`src/rtl/booth_divider_if.sv`:
```
// booth_divider_if
//   Request/Done handshake bundle shared by the arithmetic unit's sequential
//   multiplier and divider.
//   master : drives Request/Dividend/Divisor, observes results and Done
//   slave  : the divider side, consumes operands and produces results
//   Parameter N_LEN sets operand/result width and must match the divider.
interface booth_divider_if #(
    parameter int N_LEN = 8
);
    logic             Request;
    logic [N_LEN-1:0] Dividend;
    logic [N_LEN-1:0] Divisor;
    logic [N_LEN-1:0] Quotient;
    logic [N_LEN-1:0] Remainder;
    logic             DivByZero;
    logic             Done;

    modport master (
        output Request, Dividend, Divisor,
        input  Quotient, Remainder, DivByZero, Done
    );

    modport slave (
        input  Request, Dividend, Divisor,
        output Quotient, Remainder, DivByZero, Done
    );
endinterface

```
`src/rtl/booth_divider.sv`:
```
// booth_divider
//   Sequential signed two's-complement divider. Runs radix-2 restoring
//   division on operand magnitudes, one quotient bit per clock, then applies
//   sign correction (quotient truncates toward zero, remainder follows the
//   dividend's sign).
// Ports
//   Clock : rising-edge clock
//   Reset : synchronous active-high reset, aborts any operation in flight
//   bus   : booth_divider_if.slave (Request, Dividend, Divisor in;
//           Quotient, Remainder, DivByZero, Done out)
// Optional build macro
//   DIVIDER_EARLY_EXIT_EN : when defined, an operation whose divisor magnitude
//   exceeds the dividend magnitude finishes straight from PREP.
module booth_divider #(
    parameter int N_LEN = 8
) (
    input logic           Clock,
    input logic           Reset,
    booth_divider_if.slave bus
);
    localparam int CW = $clog2(N_LEN);

    typedef enum logic [1:0] {
        IDLE = 2'd0,
        PREP = 2'd1,
        ITER = 2'd2,
        FIX  = 2'd3
    } state_t;

    state_t           state_q,     state_d;
    logic [CW-1:0]    cnt_q,       cnt_d;
    logic [N_LEN-1:0] dividend_q,  dividend_d;
    logic [N_LEN-1:0] divisor_q,   divisor_d;
    logic [N_LEN:0]   rem_q,       rem_d;
    logic [N_LEN-1:0] quo_sh_q,    quo_sh_d;
    logic [N_LEN-1:0] dmag_q,      dmag_d;
    logic             quo_neg_q,   quo_neg_d;
    logic             rem_neg_q,   rem_neg_d;
    logic [N_LEN-1:0] quotient_q,  quotient_d;
    logic [N_LEN-1:0] remainder_q, remainder_d;
    logic             dbz_q,       dbz_d;

    // Magnitudes of the latched operands; the most negative value negates to
    // itself, which read as unsigned is exactly its magnitude.
    logic [N_LEN-1:0] dvd_mag;
    logic [N_LEN-1:0] dvs_mag;
    assign dvd_mag = dividend_q[N_LEN-1] ? (~dividend_q + 1'b1) : dividend_q;
    assign dvs_mag = divisor_q[N_LEN-1]  ? (~divisor_q  + 1'b1) : divisor_q;

    // One restoring step: shift {R,Q} left and trial-subtract the divisor.
    // R never exceeds 2*|Divisor|-1, so the top bit of the difference is a
    // reliable borrow/negative indicator.
    logic [N_LEN:0]   shifted_r;
    logic [N_LEN-1:0] shifted_q;
    logic [N_LEN:0]   trial;
    assign shifted_r = {rem_q[N_LEN-1:0], quo_sh_q[N_LEN-1]};
    assign shifted_q = {quo_sh_q[N_LEN-2:0], 1'b0};
    assign trial     = shifted_r - {1'b0, dmag_q};

    // State and datapath registers; reset clears everything so an aborted
    // operation leaves no partial results behind.
    always_ff @(posedge Clock) begin
        if (Reset) begin
            state_q     <= IDLE;
            cnt_q       <= '0;
            dividend_q  <= '0;
            divisor_q   <= '0;
            rem_q       <= '0;
            quo_sh_q    <= '0;
            dmag_q      <= '0;
            quo_neg_q   <= 1'b0;
            rem_neg_q   <= 1'b0;
            quotient_q  <= '0;
            remainder_q <= '0;
            dbz_q       <= 1'b0;
        end else begin
            state_q     <= state_d;
            cnt_q       <= cnt_d;
            dividend_q  <= dividend_d;
            divisor_q   <= divisor_d;
            rem_q       <= rem_d;
            quo_sh_q    <= quo_sh_d;
            dmag_q      <= dmag_d;
            quo_neg_q   <= quo_neg_d;
            rem_neg_q   <= rem_neg_d;
            quotient_q  <= quotient_d;
            remainder_q <= remainder_d;
            dbz_q       <= dbz_d;
        end
    end

    // Next-state and datapath control. Results only change in PREP (early
    // finishes) and FIX, so they hold between operations.
    always_comb begin
        state_d     = state_q;
        cnt_d       = cnt_q;
        dividend_d  = dividend_q;
        divisor_d   = divisor_q;
        rem_d       = rem_q;
        quo_sh_d    = quo_sh_q;
        dmag_d      = dmag_q;
        quo_neg_d   = quo_neg_q;
        rem_neg_d   = rem_neg_q;
        quotient_d  = quotient_q;
        remainder_d = remainder_q;
        dbz_d       = dbz_q;

        case (state_q)
            IDLE: begin
                if (bus.Request) begin
                    dividend_d = bus.Dividend;
                    divisor_d  = bus.Divisor;
                    state_d    = PREP;
                end
            end

            PREP: begin
                quo_neg_d = dividend_q[N_LEN-1] ^ divisor_q[N_LEN-1];
                rem_neg_d = dividend_q[N_LEN-1];
                rem_d     = '0;
                quo_sh_d  = dvd_mag;
                dmag_d    = dvs_mag;
                cnt_d     = '0;
                if (divisor_q == '0) begin
                    quotient_d  = '1;
                    remainder_d = dividend_q;
                    dbz_d       = 1'b1;
                    state_d     = IDLE;
                end
`ifdef DIVIDER_EARLY_EXIT_EN
                else if (dvs_mag > dvd_mag) begin
                    quotient_d  = '0;
                    remainder_d = dividend_q;
                    dbz_d       = 1'b0;
                    state_d     = IDLE;
                end
`endif
                else begin
                    state_d = ITER;
                end
            end

            ITER: begin
                if (!trial[N_LEN]) begin
                    rem_d    = trial;
                    quo_sh_d = shifted_q | {{(N_LEN-1){1'b0}}, 1'b1};
                end else begin
                    rem_d    = shifted_r;
                    quo_sh_d = shifted_q;
                end
                cnt_d = cnt_q + 1'b1;
                if (cnt_q == CW'(N_LEN-1)) begin
                    state_d = FIX;
                end
            end

            FIX: begin
                quotient_d  = quo_neg_q ? (~quo_sh_q + 1'b1) : quo_sh_q;
                remainder_d = rem_neg_q ? (~rem_q[N_LEN-1:0] + 1'b1)
                                        : rem_q[N_LEN-1:0];
                dbz_d       = 1'b0;
                state_d     = IDLE;
            end

            default: begin
                state_d = IDLE;
            end
        endcase
    end

    assign bus.Done      = (state_q == IDLE);
    assign bus.Quotient  = quotient_q;
    assign bus.Remainder = remainder_q;
    assign bus.DivByZero = dbz_q;
endmodule

```
`src/flat_wrapper.sv`:
```
// flat-port wrapper written by rule: the top's interface ports become plain ports
module booth_divider_flat 
#(
    parameter int N_LEN = 8
)
  (Clock, Reset, bus_Request, bus_Dividend, bus_Divisor, bus_Quotient, bus_Remainder, bus_DivByZero, bus_Done);
  booth_divider_if #(.N_LEN(N_LEN)) bus_i ();
  input logic Clock;
  input logic Reset;
  input wire logic [$bits(bus_i.Request)-1:0] bus_Request;
  input wire logic [$bits(bus_i.Dividend)-1:0] bus_Dividend;
  input wire logic [$bits(bus_i.Divisor)-1:0] bus_Divisor;
  output wire logic [$bits(bus_i.Quotient)-1:0] bus_Quotient;
  output wire logic [$bits(bus_i.Remainder)-1:0] bus_Remainder;
  output wire logic [$bits(bus_i.DivByZero)-1:0] bus_DivByZero;
  output wire logic [$bits(bus_i.Done)-1:0] bus_Done;
  assign bus_i.Request = bus_Request;
  assign bus_i.Dividend = bus_Dividend;
  assign bus_i.Divisor = bus_Divisor;
  assign bus_Quotient = bus_i.Quotient;
  assign bus_Remainder = bus_i.Remainder;
  assign bus_DivByZero = bus_i.DivByZero;
  assign bus_Done = bus_i.Done;
  booth_divider #(.N_LEN(N_LEN)) u_core (.Clock(Clock), .Reset(Reset), .bus(bus_i));
endmodule
```
`config.mk`:
```
export PLATFORM = sky130hd
export DESIGN_NAME = booth_divider_flat
export DESIGN_NICKNAME = d
export VERILOG_FILES = /design/src/rtl/booth_divider_if.sv /design/src/rtl/booth_divider.sv /design/src/flat_wrapper.sv
export SDC_FILE = /design/constraint.sdc
export NUM_CORES = 1
export LEC_CHECK = 0
export BUFFER_PORTS_ARGS = -buffer_cell sky130_fd_sc_hd__buf_2
export CAP_MARGIN = 20
export CELL_PAD_IN_SITES_DETAIL_PLACEMENT = 1
export CELL_PAD_IN_SITES_GLOBAL_PLACEMENT = 1
export CORE_MARGIN = 2
export CORE_UTILIZATION = 47
export DETAILED_ROUTE_END_ITERATION = 16
export PLACE_DENSITY = 0.83
export SETUP_SLACK_MARGIN = 0.4
export SYNTH_ARGS = -nofsm -noshare
export SYNTH_HDL_FRONTEND = slang
export SYNTH_SLANG_ARGS = --single-unit
```
`constraint.sdc`:
```
create_clock -name Clock -period 3.56 [get_ports Clock]
set_input_delay 0.534 -clock Clock [delete_from_list [all_inputs] [get_ports Clock]]
set_output_delay 0.534 -clock Clock [all_outputs]
set_load 0.02 [all_outputs]
```
## Word level (Yosys, flattened, before mapping)

Index checks and enable logic that the tools add are counted.

- Add/subtract/negate cells: 6
- Multipliers: 0
- Div/mod/pow operators: 0
- Magnitude comparators: 0
- Equal/unequal tests: 7
- Shift operators: 0
- Multiplexer cells: 19
- Bitwise logic cells: 5
- Reductions and logical operators: 7

Operator list:

| cell | number |
|---|---|
| case mux 8 bit (2 select lines) | 4 |
| 2-to-1 mux 8 bit | 7 |
| adder 8 x 1 -> 8 bit, second input constant | 4 |
| NOT 8 bit | 4 |
| subtractor 9 x 8 -> 9 bit | 1 |
| logical NOT 8 bit | 1 |
| case mux 2 bit (4 select lines) | 1 |
| 2-to-1 mux 2 bit | 3 |
| case mux 3 bit (2 select lines) | 1 |
| AND reduction 2 bit | 3 |
| equality test 2 bit, second input constant | 2 |
| != test 2 x 1 -> 1 bit, second input constant | 2 |
| nonzero test 2 bit | 2 |
| adder 3 x 1 -> 3 bit, second input constant | 1 |
| equality test 3 bit, second input constant | 1 |
| equality test 2 x 1 -> 1 bit, second input constant | 1 |
| logical NOT 2 bit | 1 |
| 2-to-1 mux 1 bit | 2 |
| != test 2 bit, second input constant | 1 |
| case mux 1 bit (2 select lines) | 1 |
| bitwise XOR 1 bit | 1 |

- Flip-flop bits (word level): 64
- Latch bits: 0
- Memory bits (writable): 0
- Bits in read-only memories: 0
- Output and inout bits: 18
- Word-level logic and storage cells: 56
- Memories kept: 0

## Logic depth before layout (Yosys ltp)

- Word-level depth: 4
- Depth in mapped cells: 10

## Worst setup path after synthesis

Ideal clock, no wire load.

- Path kind: reg-to-reg
- Start point: register u_core.quo_sh_q[7]
- End point: register u_core.rem_q[3]
- Setup time: 0.116 ns
- Data arrival time: 1.992 ns
- Slack: 1.452 ns
- Stages on the path, launching flop included: 11
- Buffers on the path: 1
- Cell sequence: dfxtp_1 > inv_1 > ha_1 > fa_1 > nor2b_1 > o31a_1 > nor2_1 > a221oi_4 > buf_6 > mux2i_1 > o21ai_1

- Longest elaborated chain between the ends: 3

Ends and longest elaborated chain:

| item | line | source |
|---|---|---|
| start, declared | booth_divider.sv:35 | `logic [N_LEN-1:0] quo_sh_q, quo_sh_d;` |
| start signal, assigned | booth_divider.sv:82 | `quo_sh_q <= quo_sh_d;` |
| subtractor 9 x 8 -> 9 bit | booth_divider.sv:58 | `assign trial = shifted_r - {1'b0, dmag_q};` |
| 2-to-1 mux 8 bit | booth_divider.sv:144 | `if (!trial[N_LEN]) begin` |
| case mux 8 bit (2 select lines) | booth_divider.sv:108 | `case (state_q)` |
| end signal, assigned | booth_divider.sv:81 | `rem_q <= rem_d;` |
| end, declared | booth_divider.sv:34 | `logic [N_LEN:0] rem_q, rem_d;` |

No other way between the ends.
A chain may end at the register's enable or synchronous reset.

## Worst setup path after layout

- Start point: register u_core.quo_sh_q[7]
- End point: register u_core.rem_q[1]

The elaborated chain is that of the path after synthesis.

==> flow_summary.ini <==
[final_layout]
antennaDiodeCount = 0
layout_common_cells = nand2_1 (66), dfxtp_1 (64), nor2_1 (52)
final_common_cell = nand2_1
multi_input_area_mm2 = 0.00207
drive_above_1_share_pct = 13.8
nets = 504
nFillCells = 929
seqCellArea_mm2 = 0.00128
area_growth_pct = 11.7

[route]
wl_per_cell_um = 16.0
drt_iter0_markers = 164
dr.pass1.iters = 5
drc = 0
vias = 3117
wl_mm = 9.12
drtAntennaViolNets = 0
viasPerCell = 5.47

[clock_network]
htree_levels = 3
path_clk_slew_ns = 0.07
clock_sinks = 64
cts_resized = 0
cts-hold-fix-buffers = 0
cts_tree = yes
clk_path_buf_depth = 2
cts_buffers = 9
cts_setup_buffers = 0
root_buffer = clkbuf_8
clk_latency_ns = 0.34

[yosys]
synth_fp_nets = 477
synth-seq-cells = 64
yosysTopAreaCell = dfxtp_1
synth-warning-count = 0
syn_area_mm2 = 0.00355
synth_edf_count = 0
yosysTopAreaCellShare_pct = 36.1
yosysSeqAreaShare_pct = 36.1
ys_types = 58
synth_ff_type = dfxtp_1
async_reset_ff_share_pct = 0
yosys-top-cells-area = dfxtp_1 (36%), nand2_1 (7.0%), ha_1 (6.3%)
synthCells = 439
postSynthAreaPerCell_um2 = 8.09

[worst_setup_path]
path_buf_inv = 1
end_kind = flip-flop
regToRegEndpoint = u_core.rem_q[1]
critPathKind = reg2reg
crit_chain = inv_1 -> ha_1 -> fa_1 -> nor2b_1 -> o31a_1 -> nor2_1 -> a221oi_4 -> mux2i_1 -> a22o_1
cp_max_fo = 12
crit_arrival_ns = 2.85
critPathTopFamily = compound AO/OA/AOI/OAI gates
r2r_slack_ns = 0.94
critical-path-max-stage-delay_ns = 0.54
reg2reg_depth = 9
slowest_stage = a221oi_4
r2r_start = u_core.quo_sh_q[7]
startpoint_type = flip-flop
worstPathRequired_ns = 3.80

[hold_path]
min_path_type = in2reg
min-delay-start = bus_Divisor[1]
hold_path_end = u_core.divisor_q[1]
holdPathStages = 3

[timing]
skew_ns = 0.00463
rsz0062_at_grt = false
holdWs_ns = 0.424
max_freq_ghz = 0.382
worst_pin_slew_ns = 0.772
hold_viol = 0
final.min_clock_period_ns = 2.62
setup-tns-final_ns = 0
final_max_slew_viol_count = 0
relSlewSlack_pct = 47.5
period_share_pct = 73.5
finalSetupViolations = 0

[floorplanning]
coreArea_mm2 = 0.00729
dieArea_mm2 = 0.00827
start_util_pct = 48.7
ios = 37
rows = 31
die_w_um = 90.9
die_y_um = 90.9

[global_routing]
grt_max_degree = 47
antenna_found_initial = 0
grt.total_usage_pct = 23.5
grt_first_pass_wirelength_mm = 15.7
grt_overflow = 0
grt_pass1_vias = 3235

[pwr]
leakagePower_uw = 0.00158
powerDensity_mw_per_mm2 = 521
ir_drop_uv = 301

[flow_run]
cap_violations = 0

[placement]
hpwl_mm = 6.73
place_congestion = 0.851
io_buffer_count = 36

[status]
outcome = finished clean
## layer usage
| metal | up-vias | wire length (um) | global-route usage, % |
|---|---|---|---|
| met5 | - | 0 | 0 |
| met4 | 0 | 154 | 6.57 |
| met3 | 14 | 348 | 6.64 |
| met2 | 62 | 4460 | 39.8 |
| met1 | 1482 | 4160 | 29.4 |
| li1 | 1559 | - | - |
## Yosys cell counts, drive strengths merged, types with 2 or more instances
| library cell | n |
|---|---|
| a22o | 2 |
| nand3 | 5 |
| ha | 18 |
| nor2b | 3 |
| dfxtp | 64 |
| o21ai | 17 |
| o31a | 2 |
| a211oi | 10 |
| or3 | 3 |
| o22ai | 10 |
| o31ai | 5 |
| nor3 | 6 |
| a311oi | 2 |
| mux2i | 20 |
| a22oi | 2 |
| nand3b | 3 |
| xor2 | 10 |
| nand2b | 7 |
| nand4 | 2 |
| nand2 | 66 |
| a221oi | 2 |
| inv | 26 |
| clkbuf | 17 |
| a21oi | 38 |
| nor2 | 52 |
| a2bb2oi | 2 |
| buf | 7 |
| xnor2 | 17 |
## worst max path at each step
stage | cells past startpoint | slack, ns | startpoint | endpoint
CTS | 9 | 0.98 | u_core.quo_sh_q[7] | u_core.rem_q[3]
floorplan | 10 | 1.45 | u_core.quo_sh_q[7] | u_core.rem_q[3]
finish | 9 | 0.94 | u_core.quo_sh_q[7] | u_core.rem_q[1]
detailed placement | 9 | 1.02 | u_core.quo_sh_q[7] | u_core.rem_q[3]
global route | 9 | 0.75 | u_core.quo_sh_q[7] | u_core.rem_q[0]
global placement | 9 | 1.15 | u_core.quo_sh_q[7] | u_core.rem_q[0]
## worst reg2reg max path, stage by stage (launching register included)
cell and delay, ns:
dfxtp_1 0.41, inv_1 0.08, ha_1 0.21, fa_1 0.42, nor2b_1 0.18, o31a_1 0.19, nor2_1 0.09, a221oi_4 0.54
mux2i_1 0.18, a22o_1 0.21
## final cells by class
cell class	count	area share, %
tap	99	3.12
inverter	26	2.46
sequential	64	32.3
clock inverter	4	1.14
multi-input combinational	325	52.3
timing repair buffer	40	5.30
clock buffer	12	3.41
## power breakdown
part	leakage (uW)	switching (uW)	internal, uW
clock	0.0000941	285	321
combinational	0.000966	350	254
sequential	0.000522	72.8	783
total	0.00158	708	1360
## per-stage QoR
| step | setup slack, ns | std cells | utilization (%) | cell area, um^2 | power, uW |
|---|---|---|---|---|---|
| 6_report | 0.944 | 570 | 54.4 | 3970 | 2070 |
| 5_1_grt | 0.745 | 570 | 54.4 | 3970 | 2190 |
| 4_1_cts | 0.980 | 570 | 54.4 | 3970 | 2080 |
| 3_5_place_dp | 1.02 | 554 | 51.9 | 3790 | 1470 |
| 3_3_place_gp | 1.15 | 554 | 51.9 | 3790 | 1440 |
| 2_1_floorplan | 1.45 | 439 | - | 3550 | 1330 |
## state kept, by name (all words and copies together) (netlist names), named ones only
register              count
u_core.bus.Remainder      8
u_core.rem_q              8
u_core.state_q            1
u_core.divisor_q          8
u_core.rem_neg_q          1
u_core.quo_sh_q           8
u_core.bus.DivByZero      1
u_core.dmag_q             8
u_core.bus.Quotient       8
u_core.quo_neg_q          1
u_core.cnt_q              3
u_core.dividend_q         8
## logic make-up (layout without fill, tap and decap cells)
family                     count (synthesis)  in the layout  synth area share (%)
and+or+nand+nor                          154            154                  19.5
xor gates and xnor gates                  27             27                  6.66
AOI/OAI and AO/OA                        104            104                  19.3
muxes                                     21             21                  6.06
buffers and inverters                     50             82                  5.53
DFF                                       64             64                  36.1
adders and majority gates                 19             19                  6.90
Note: power is estimated with default switching activity, not from simulation.
